<file path="src/rtl/cpu_defs.sv">
`default_nettype none
// +----------------------------------------------------------------------+
// | cpu_defs : shared fetch-path constants and redirect source encoding   |
// | rev 1.0                                                               |
// +----------------------------------------------------------------------+
package cpu_defs;

  localparam logic [31:0] EXC_VECTOR_DEFAULT = 32'h0000_0180;
  localparam logic [31:0] RESET_PC_DEFAULT   = 32'h0000_0000;
  localparam logic [31:0] PC_STEP            = 32'd4;

  // Encoding order is the redirect priority order, so sources compare with '>'.
  typedef enum logic [1:0] {
    SRC_NONE = 2'd0,
    SRC_BR   = 2'd1,
    SRC_ERET = 2'd2,
    SRC_EXC  = 2'd3
  } redir_src_e;

endpackage
`default_nettype wire

</file>
<file path="src/rtl/pc_redirect_arb.sv">
`default_nettype none
// +----------------------------------------------------------------------+
// | pc_redirect_arb : fixed-priority next-PC mux with alignment checking  |
// | rev 1.0                                                               |
// +----------------------------------------------------------------------+
module pc_redirect_arb
  import cpu_defs::*;
#(
  parameter logic [31:0] EXC_VECTOR = EXC_VECTOR_DEFAULT
) (
  input  logic [31:0] pc_cur,
  input  logic        br_taken,
  input  logic [31:0] br_target,
  input  logic        exc_req,
  input  logic        eret_req,
  input  logic [31:0] epc,
  input  logic        pend_vld,
  input  logic [31:0] pend_pc,
  output logic [31:0] pc_sel,
  output redir_src_e  redir_src,
  output logic        adel,
  output logic [31:0] adel_addr
);

  logic eret_ok;
  logic br_ok;

  assign eret_ok = (epc[1:0] == 2'b00);
  assign br_ok   = (br_target[1:0] == 2'b00);

  always_comb begin
    pc_sel    = pc_cur + PC_STEP;
    redir_src = SRC_NONE;
    adel      = 1'b0;
    adel_addr = 32'h0000_0000;

    if (exc_req) begin
      pc_sel    = EXC_VECTOR;
      redir_src = SRC_EXC;
    end else begin
      if (eret_req && eret_ok) begin
        pc_sel    = epc;
        redir_src = SRC_ERET;
      end else if (br_taken && br_ok) begin
        pc_sel    = br_target;
        redir_src = SRC_BR;
      end else if (pend_vld) begin
        pc_sel    = pend_pc;
      end

      // A misaligned ERET shadows any branch; a branch only faults if it would have won.
      if (eret_req && !eret_ok) begin
        adel      = 1'b1;
        adel_addr = epc;
      end else if (!eret_req && br_taken && !br_ok) begin
        adel      = 1'b1;
        adel_addr = br_target;
      end
    end
  end

endmodule
`default_nettype wire

</file>
<file path="src/rtl/pc_next_gen.sv">
`default_nettype none
// +----------------------------------------------------------------------+
// | pc_next_gen : next fetch PC with stall-held redirect and ADEL capture |
// | rev 1.0                                                               |
// +----------------------------------------------------------------------+
module pc_next_gen
  import cpu_defs::*;
#(
  parameter logic [31:0] EXC_VECTOR = EXC_VECTOR_DEFAULT,
  parameter logic [31:0] RESET_PC   = RESET_PC_DEFAULT
) (
  input  logic        clk,
  input  logic        rstn,
  input  logic        stall,
  input  logic [31:0] pc_cur,
  input  logic        br_taken,
  input  logic [31:0] br_target,
  input  logic        exc_req,
  input  logic        eret_req,
  input  logic [31:0] epc,
  output logic [31:0] pc_next,
  output logic        redirect_pending,
  output logic        fetch_adel,
  output logic [31:0] bad_vaddr
);

  logic        pend_vld_q, pend_vld_d;
  logic [31:0] pend_pc_q,  pend_pc_d;
  redir_src_e  pend_src_q, pend_src_d;
  logic        adel_q,     adel_d;
  logic [31:0] bad_vaddr_q, bad_vaddr_d;

  logic [31:0] pc_sel;
  redir_src_e  redir_src;
  logic        adel;
  logic [31:0] adel_addr;

  pc_redirect_arb #(
    .EXC_VECTOR (EXC_VECTOR)
  ) u_arb (
    .pc_cur    (pc_cur),
    .br_taken  (br_taken),
    .br_target (br_target),
    .exc_req   (exc_req),
    .eret_req  (eret_req),
    .epc       (epc),
    .pend_vld  (pend_vld_q),
    .pend_pc   (pend_pc_q),
    .pc_sel    (pc_sel),
    .redir_src (redir_src),
    .adel      (adel),
    .adel_addr (adel_addr)
  );

  always_comb begin
    pend_vld_d  = pend_vld_q;
    pend_pc_d   = pend_pc_q;
    pend_src_d  = pend_src_q;
    adel_d      = adel;
    bad_vaddr_d = adel ? adel_addr : bad_vaddr_q;

    if (!stall) begin
      // Held target is on pc_next this cycle and fetch loads it at this edge.
      pend_vld_d = 1'b0;
    end else if (redir_src != SRC_NONE && (!pend_vld_q || redir_src > pend_src_q)) begin
      pend_vld_d = 1'b1;
      pend_pc_d  = pc_sel;
      pend_src_d = redir_src;
    end
  end

  always_ff @(posedge clk or negedge rstn) begin
    if (!rstn) begin
      pend_vld_q  <= 1'b0;
      pend_pc_q   <= 32'h0000_0000;
      pend_src_q  <= SRC_NONE;
      adel_q      <= 1'b0;
      bad_vaddr_q <= 32'h0000_0000;
    end else begin
      pend_vld_q  <= pend_vld_d;
      pend_pc_q   <= pend_pc_d;
      pend_src_q  <= pend_src_d;
      adel_q      <= adel_d;
      bad_vaddr_q <= bad_vaddr_d;
    end
  end

  assign pc_next          = rstn ? pc_sel : RESET_PC;
  assign redirect_pending = pend_vld_q;
  assign fetch_adel       = adel_q;
  assign bad_vaddr        = bad_vaddr_q;

endmodule
`default_nettype wire

</file>
<file path="config.mk">
export PLATFORM = sky130hd
export DESIGN_NAME = pc_next_gen
export DESIGN_NICKNAME = d
export VERILOG_FILES = /design/src/rtl/cpu_defs.sv /design/src/rtl/pc_redirect_arb.sv /design/src/rtl/pc_next_gen.sv
export SDC_FILE = /design/constraint.sdc
export NUM_CORES = 1
export LEC_CHECK = 0
export ABC_AREA = 1
export CAP_MARGIN = 20
export CORE_UTILIZATION = 43
export DETAILED_ROUTE_END_ITERATION = 7
export MAX_ROUTING_LAYER = met4
export PLACE_DENSITY = 0.77
export SYNTH_ARGS = -nofsm -noshare
export SYNTH_HDL_FRONTEND = slang
export SYNTH_HIERARCHICAL = 1
export SYNTH_SLANG_ARGS = --single-unit
</file>
<file path="constraint.sdc">
create_clock -name clk -period 1.56 [get_ports clk]
set_clock_uncertainty 0.05 [all_clocks]
set_input_delay 0.234 -clock clk [delete_from_list [all_inputs] [get_ports clk]]
set_output_delay 0.234 -clock clk [all_outputs]
set_load 0.005 [all_outputs]
</file>
==> metrics.cfg, run 1 <==
[outcome]
status=did not finish
failed_stage=global routing (5_1_grt)
tool.error=[ERROR GRT-0232] Routing congestion too high. Check the congestion heatmap in the GUI.

[grt]
grt_start_max_net_pins=28
overflow=110
grt_usage_pct=74.08

[synthesis]
syn_area_sq_um=5444
synth_warnings=6
yosys_register_bits=68
syn_inst=753
seq_area_frac_synth_pct=31.26
synth_area_per_cell_sq_um=7.230
synth_cell_types=40
synthesis.nets=858

[die]
row_count=40
io_pins=168
dieHeight_microns=114.5
start_util_pct=44.76
die_w_microns=114.5

[clock_network]
clock-root-buffer=clkbuf_16
numCtsBuffers=9
cts_num_sinks=68
htreeDepth=3
clockBufferDepth=2

[place]
place_area_sq_um=8220
gp_congestion=0.9275
portBuffers=167
place_hpwl_mm=14.05
dpl_worst_slack_ns=-1.219

[sta]
postGrtWorstEndpoint=pc_next[24]
worst_endpoint_kind=output port

## metal layers
metal | GRT overflow | global-route usage, %
met3 | 0 | 47.22
met1 | 1 | 72.30
met5 | - | -
met2 | 66 | 94.95
met4 | 43 | 77.92
## synth_stat cells, drive strengths merged
| cell | number | area (sq um) |
|---|---|---|
| a211oi | 3 | 22.52 |
| a21o | 1 | 7.510 |
| a21oi | 57 | 296.5 |
| a221oi | 1 | 8.760 |
| buf | 30 | 270.3 |
| clkbuf | 10 | 51.30 |
| dfrtp | 68 | 1702 |
| ha | 3 | 37.54 |
| inv | 75 | 281.5 |
| mux2 | 32 | 360.3 |
| nand2 | 219 | 859.6 |
| nand3 | 68 | 340.3 |
| nand3b | 2 | 15.01 |
| nand4 | 1 | 6.260 |
| nor2 | 104 | 518.0 |
| nor3 | 27 | 236.5 |
| nor4 | 2 | 12.51 |
| o211ai | 3 | 22.52 |
| o21ai | 9 | 56.31 |
| o21bai | 3 | 22.52 |
| o221ai | 25 | 244.0 |
| or2 | 6 | 37.54 |
| xnor2 | 3 | 26.28 |
| xor2 | 1 | 8.760 |
## through the flow
stage	cells	utilization, %
global placement	1163	67.59
detailed placement	1163	67.59
floorplan	753	-
CTS	1280	87.78
## cells by family after synthesis
family / Yosys count / synth area share, %
buf+inv: 115 / 11.08
fa+ha+maj: 3 / 0.6896
xor+xnor: 4 / 0.6436
flops: 68 / 31.26
mux: 32 / 6.619
simple gates: 429 / 37.21
compound gates: 102 / 12.50
## timing repair
action / CTS
pin swaps: 163
gates resized for setup: 547
endpoints found under the setup margin: 100
hold buffers: 4
setup buffers: 94
cloned: 11
hold endpoints to repair: 32
==> run 2, diff against run 1 <==
--- a/config.mk
+++ b/config.mk
@@ -7,10 +7,9 @@
 export LEC_CHECK = 0
 export ABC_AREA = 1
 export CAP_MARGIN = 20
-export CORE_UTILIZATION = 43
+export CORE_UTILIZATION = 40
 export DETAILED_ROUTE_END_ITERATION = 7
-export MAX_ROUTING_LAYER = met4
-export PLACE_DENSITY = 0.77
+export PLACE_DENSITY_LB_ADDON = 0.15
 export SYNTH_ARGS = -nofsm -noshare
 export SYNTH_HDL_FRONTEND = slang
 export SYNTH_HIERARCHICAL = 1
==> constraint.sdc (replaced) <==
create_clock -name clk -period 2 [get_ports clk]
set_clock_uncertainty 0.05 [all_clocks]
set_input_delay 0.3 -clock clk [delete_from_list [all_inputs] [get_ports clk]]
set_output_delay 0.3 -clock clk [all_outputs]
set_load 0.005 [all_outputs]
==> metrics.cfg, run 2 <==
[outcome]
status=finished with violations  ; was did not finish
failed_checks=setup timing

[setup_path]
crit_path_start=redirect_pending$_DFFE_PN0P_
crit_chain=inv_2, buf_6, buf_12, buf_12, buf_12, nand2_4, a21oi_4, nand2_1, inv_1, buf_2
r2r_slack_ns=-0.18
end_kind=output pin
crit_path_start_kind=flop
worst-setup-path-type=flop to output pin
rr_startpoint=redirect_pending$_DFFE_PN0P_
r2r_cells=13
max_stage_delay_ns=0.45
crit_end=pc_next[10]
crit_fanout=5
required_ns=1.65
crit_arrival_ns=1.90
crit-reg2reg-capture=pend_pc_q[4]$_DFFE_PN0P_
cpMaxStageDelayCell=dfrtp_2
cp_common_cell=buf_12

[clock_network]
path_clk_slew_ns=0.06
clock-root-buffer=clkbuf_16  ; unchanged
clockBufferDepth=2  ; unchanged
cts_num_sinks=68  ; unchanged
insertion_delay_ns=0.35
htreeDepth=3  ; unchanged
numCtsBuffers=9  ; unchanged
cts_tree=done

[synthesis]
synth_warnings=6  ; unchanged
syn_inst=753  ; unchanged
synth_ff_type=dfrtp_1  ; unchanged
seq_area_frac_synth_pct=31.26  ; unchanged
yosys-top-cells-area=dfrtp_1 31%, nand2_1 14%, nand3_1 6.3%  ; unchanged
ys_async_sr_fraction_pct=100.0  ; unchanged
synth_compound_area_share_pct=12.50  ; unchanged
synth_top_area_share_pct=31.26  ; unchanged
synthXorXnorAreaFrac_pct=0.6435  ; unchanged
synth_area_per_cell_sq_um=7.230  ; unchanged
synth_most_common_cell=nand2_1  ; unchanged
synth_edf_count=0  ; unchanged
synth_top_family_by_area=simple AND/OR/NAND/NOR gates  ; unchanged
yosys.area_share.simple_pct=37.21  ; unchanged
synth_fa_ha_area_share_pct=0.6895  ; unchanged
synth_top_cell_by_area=dfrtp_1  ; unchanged
syn_area_sq_um=5444  ; unchanged
synthesis.nets=858  ; unchanged
synth_mux_area_share_pct=6.619  ; unchanged
synth_cell_types=40  ; unchanged
yosys_register_bits=68  ; unchanged
yosys-top-cells-count=208 x nand2_1, 83 x nor2_1, 71 x inv_1  ; unchanged

[place]
gp_congestion=0.8824  ; was 0.9275
place_hpwl_mm=14.47  ; was 14.05 mm
portBuffers=167  ; unchanged

[die]
core-area_sq_um=13240
dieHeight_microns=118.7  ; was 114.5 microns
die_w_microns=118.7  ; was 114.5 microns
io_pins=168  ; unchanged
start_util_pct=41.11  ; was 44.76%
die-area_sq_um=14080
row_count=42  ; was 40

[sta]
setup_viol=59
hold_violations=0
hold-worst-slack_ns=0.02412
setup-tns-final_ns=-5.291
finalMaxSlewViolations=0
grt_setup_unrepaired=true
slew_headroom_pct=71.54
finalCritPeriodShare_pct=112.7
layout_setup_ws_ns=-0.2547
fmaxAchievable_mhz=443.5
final.min_clock_period_ns=2.255
tightest_slew_ns=0.4255

[routing]
detail-route-antenna-nets=0
drt-total-wl_mm=30.80
drt-pass1-iter-count=5
dr_total_vias=7944
drc_errors=0
avgRoutedWirePerCell_microns=23.07
avgViaCountPerCell=5.951
drt-initial-drc-count=784

[layout]
final_cell_mix=190 x buf_4, 162 x nand2_1, 97 x clkdlybuf4s50_1, 67 x dfrtp_1, 61 x inv_1
drive_above_1_share_pct=53.37
syn_to_final_growth_pct=102.9
final_common_cell=buf_4
nFillCells=694
layout.nets=1258

[power_and_ir_drop]
power.switching_uw=2829
comb_power_share_pct=48.7
p_seq_share_pct=26.8
p_int_uw=4588
leakage_uw=0.005286
ir_drop_v=0.0005141
pwr-share-clk_pct=24.5
power_density_nw_per_um2=671.3
swShare_pct=38.14

[grt]
grt_use_met1_pct=39.90
grt_usage_pct=35.65
grt_start_max_net_pins=35
grt_pass1_vias=7640
grt.busiest_layer=met2
grt_use_met2_pct=62.32
antenna_found_initial=1
overflow=0
grt_pass1_wl_mm=39.05
grt_use_met3_pct=6.902

[run]
drv_cap=0

[worst_hold_path]
hold_class=input pin to async pin

run 2: cell counts after synthesis:
Identical to the previous run, type by type.
run 2: logic make-up (layout without fill, tap and decap cells):
kind of cell    after synthesis  count (layout)
simple gates                429             431
buf+inv                     115             518
compound gates              102             102
flops                        68              68
mux                          32              32
xor+xnor                      4               4
fa+ha+maj                     3               3
other cells                   0               1
run 2: cell type report:
cell class	instances	area [sq um]	share of cell area (%)
Multi-Input combinational cell	572	4527	40.97
Antenna cell	1	2.502	0.02265
Tap cell	176	220.2	1.993
Clock inverter	5	75.07	0.6795
Inverter	75	294.0	2.661
Timing Repair Buffer	427	3984	36.06
Clock buffer	11	242.7	2.197
Sequential cell	68	1703	15.41
run 2: worst max-delay path: cells and delay by family, from the launching register on:
| family | cells | cell delay, ns |
|---|---|---|
| and+or+nand+nor | 2 | 0.16 |
| AOI/OAI and AO/OA | 1 | 0.17 |
| DFF | 1 | 0.45 |
| buffers and inverters | 7 | 0.75 |
run 2: metal layers:
| layer | vias up | routed length (microns) |
|---|---|---|
| met5 | - | 0 |
| li1 | 3300 | - |
| met2 | 653 | 14440 |
| met3 | 245 | 2792 |
| met1 | 3746 | 10570 |
| met4 | 0 | 3002 |
run 2: worst min path at each step:
stage               startpoint                   endpoint  depth (start not counted)
finish                    rstn  pend_pc_q[29]$_DFFE_PN0P_                          2
global route              rstn  pend_pc_q[29]$_DFFE_PN0P_                          2
CTS                       rstn  pend_pc_q[27]$_DFFE_PN0P_                          2
detailed placement        rstn  pend_pc_q[22]$_DFFE_PN0P_                          1
global placement          rstn  pend_pc_q[21]$_DFFE_PN0P_                          1
floorplan                 rstn   bad_vaddr[0]$_DFFE_PN0P_                          0
run 2: repair_timing:
action | 4_1_cts | 5_1_grt
gates cloned | 7 | 7
resized for setup | 458 | 159
endpoints found under the setup margin | 66 | 66
hold buffers | 2 | 0
endpoints found under the hold margin | 2 | 0
pin swaps | 113 | 108
buffers inserted | 122 | 30
run 2: metrics by stage:
stage                     area (sq um)  worst slack, ns  total power [uW]  util, %  instances
final                            11050          -0.2547              7417    83.43       1335
after global routing             11050          -0.2622              7600    83.41       1334
after detailed placement          7985          -0.9819              3989    60.30       1168
after CTS                        10380          -0.2267              6357    78.36       1314
after global placement            7985          -0.9344              3918    60.30       1168
after floorplan                   5451          0.05098              2941        -        753
run 2: power groups by stage:
| stage | combinational (uW) | clock (uW) | sequential, uW |
|---|---|---|---|
| 2_1_floorplan | 1070 | 0 | 1870 |
| 5_1_grt | 3740 | 1860 | 2000 |
| 3_3_place_gp | 2030 | 0 | 1890 |
| 6_report | 3610 | 1810 | 1990 |
| 3_5_place_dp | 2080 | 0 | 1910 |
| 4_1_cts | 2710 | 1750 | 1890 |
No activity file was read; power rests on OpenSTA's default activity.
==> run 3, diff against run 2 <==
--- a/config.mk
+++ b/config.mk
@@ -7,6 +7,7 @@
 export LEC_CHECK = 0
 export ABC_AREA = 1
 export CAP_MARGIN = 20
+export CORE_MARGIN = 2
 export CORE_UTILIZATION = 40
 export DETAILED_ROUTE_END_ITERATION = 7
 export PLACE_DENSITY_LB_ADDON = 0.15
==> metrics.cfg, run 3 (synthesis results as in run 2) <==
[power_and_ir_drop]
p_seq_share_pct=26.7  ; was 26.8%
power.switching_uw=2788  ; was 2829 uW
p_int_uw=4682  ; was 4588 uW
comb_power_share_pct=47.7  ; was 48.7%
pwr-share-clk_pct=25.5  ; was 24.5%
ir_drop_v=0.0005161  ; was 0.0005141 V
leakage_uw=0.005326  ; was 0.005286 uW
swShare_pct=37.32  ; was 38.14%
power_density_nw_per_um2=663.4  ; was 671.3 nW/um^2

[sta]
grt_setup_unrepaired=true  ; unchanged
fmaxAchievable_mhz=441.3  ; was 443.5 MHz
final.min_clock_period_ns=2.266  ; was 2.255 ns
slew_headroom_pct=63.54  ; was 71.54%
setup_viol=31  ; was 59
hold-worst-slack_ns=0.3302  ; was 0.02412 ns
layout_setup_ws_ns=-0.2661  ; was -0.2547 ns
finalCritPeriodShare_pct=113.3  ; was 112.7%
hold_violations=0  ; unchanged
tightest_slew_ns=0.5411  ; was 0.4255 ns
finalMaxSlewViolations=0  ; unchanged

[place]
place_hpwl_mm=14.23  ; was 14.47 mm
gp_congestion=0.8721  ; was 0.8824
place_area_sq_um=7938  ; was 7985 sq um
portBuffers=167  ; unchanged
dpl_worst_slack_ns=-0.9763  ; was -0.9819 ns

[layout]
layout.nets=1248  ; was 1,258
seqCellArea_sq_um=1702  ; was 1703 sq um
drive_above_1_share_pct=54.09  ; was 53.37%
final_cell_mix=173 x buf_4, 154 x nand2_1, 97 x clkdlybuf4s50_1, 68 x dfrtp_1, 59 x inv_1  ; was 190 x buf_4, 162 x nand2_1, 97 x clkdlybuf4s50_1, 67 x dfrtp_1, 61 x inv_1
syn_to_final_growth_pct=106.8  ; was 102.9%
antenna_cells=0  ; was 1
nFillCells=663  ; was 694
multi_input_area_sq_um=4707  ; was 4527 sq um
final_common_cell=buf_4  ; unchanged
fin_area_sq_um=11260  ; was 11,050 sq um

[routing]
avgRoutedWirePerCell_microns=23.42  ; was 23.07 microns
drt-total-wl_mm=31.00  ; was 30.80 mm
drt-pass1-iter-count=7  ; was 5
met2_length_mm=14.92  ; was 14.44 mm
drt-met1-wl_mm=10.72  ; was 10.57 mm
avgViaCountPerCell=5.994  ; was 5.951
dr_total_vias=7936  ; was 7,944
wl_met3_mm=2.812  ; was 2.792 mm
drc_errors=0  ; unchanged
drt-initial-drc-count=826  ; was 784
top_layer_used=met4  ; unchanged
detail-route-antenna-nets=0  ; unchanged

[run]
drv_cap=0  ; unchanged

[worst_hold_path]
hold_class=input pin to flop  ; was input pin to async pin
worst_hold_startpoint=br_target[1]

[grt]
grt_usage_pct=34.12  ; was 35.65%
grt_pass1_vias=7529  ; was 7,640
overflow=0  ; unchanged
grt_start_max_net_pins=35  ; unchanged
grt_pass1_wl_mm=38.67  ; was 39.05 mm
antenna_found_initial=0  ; was 1

[clock_network]
cts_tree=done  ; unchanged
insertion_delay_ns=0.35  ; about the same
clockBufferDepth=2  ; unchanged
clock-root-buffer=clkbuf_16  ; unchanged
htreeDepth=3  ; unchanged
path_clk_slew_ns=0.06  ; about the same
numCtsBuffers=9  ; unchanged
cts_num_sinks=68  ; unchanged

[setup_path]
rr_startpoint=redirect_pending$_DFFE_PN0P_  ; unchanged
worst-setup-path-type=flop to output pin  ; unchanged
required_ns=1.65  ; about the same
r2r_slack_ns=0.05  ; was -0.18 ns
crit_fanout=6  ; was 5
crit_arrival_ns=1.92  ; was 1.90 ns
crit_chain=buf_6, buf_12, buf_16, a21oi_1, a21oi_2, nand2_1, inv_1, clkdlybuf4s15_2  ; was inv_2, buf_6, buf_12, buf_12, buf_12, nand2_4, a21oi_4, nand2_1, inv_1, buf_2
max_stage_delay_ns=0.41  ; was 0.45 ns
crit_path_start_kind=flop  ; unchanged
cpMaxStageDelayCell=dfrtp_1  ; was dfrtp_2
crit_path_start=redirect_pending$_DFFE_PN0P_  ; unchanged
end_kind=output pin  ; unchanged

[die]
row_count=42  ; unchanged
start_util_pct=41.11  ; unchanged
die_w_microns=120.7  ; was 118.7 microns
io_pins=168  ; unchanged
dieHeight_microns=120.7  ; was 118.7 microns
core-area_sq_um=13240  ; unchanged
die-area_sq_um=14560  ; was 14,080 sq um

[outcome]
status=finished with violations  ; unchanged
failed_checks=setup timing  ; unchanged

==> run 3: metal layers <==
layer | up-vias | GRT usage [%]
li1 | 3271 | -
met1 | 3803 | 39.36
met2 | 639 | 59.89
met3 | 223 | 5.613
met4 | 0 | 18.90
met5 | - | 0
==> run 3: timing repair <==
item,in CTS,in global routing
endpoints found under the setup margin,66,66
pin swaps,128,93
hold endpoints to repair,4,0
hold buffers,2,0
gates resized for setup,507,143
gates cloned,11,5
buffers inserted,104,37
==> run 3: worst max-delay path: cells and delay by family (launching register included) <==
kind            cells  cell delay [ns]
simple gates        1             0.07
compound gates      2             0.40
flops               1             0.41
buf+inv             5             0.68
==> run 3: final timing paths <==
path | endpoint | depth (start not counted)
max in group asynchronous | pend_pc_q[15]$_DFFE_PN0P_ | 3
min | bad_vaddr[1]$_DFFE_PN0P_ | 4
min reg2reg | pend_pc_q[8]$_DFFE_PN0P_ | 2
max | pc_next[26] | 8
min in group asynchronous | pend_pc_q[6]$_DFFE_PN0P_ | 3
max reg2reg | pend_pc_q[21]$_DFFE_PN0P_ | 12
==> run 3: through the flow <==
| stage | util [%] | cells | setup TNS [ns] | total power (uW) |
|---|---|---|---|---|
| finish | 85.02 | 1324 | -4.006 | 7470 |
| global route | 85.02 | 1324 | -6.325 | 7685 |
| CTS | 78.96 | 1289 | -1.613 | 6507 |
| detailed placement | 59.94 | 1160 | -47.74 | 3967 |
| global placement | 59.94 | 1160 | -43.76 | 3903 |
| floorplan | - | 753 | 0 | 2941 |
==> run 3: power by group through the flow <==
stage	logic (uW)	registers, uW	clock network (uW)
2_1_floorplan	1070	1870	0
3_3_place_gp	2020	1890	0
3_5_place_dp	2060	1910	0
4_1_cts	2700	1920	1890
5_1_grt	3690	2020	1970
6_report	3570	2000	1910
==> run 3: cell type report <==
cell class	instances	area share, %
Clock buffer	10	2.034
Clock inverter	6	0.9890
Inverter	75	2.567
Multi-Input combinational cell	572	41.80
Sequential cell	68	15.11
Tap cell	176	1.956
Timing Repair Buffer	417	35.54
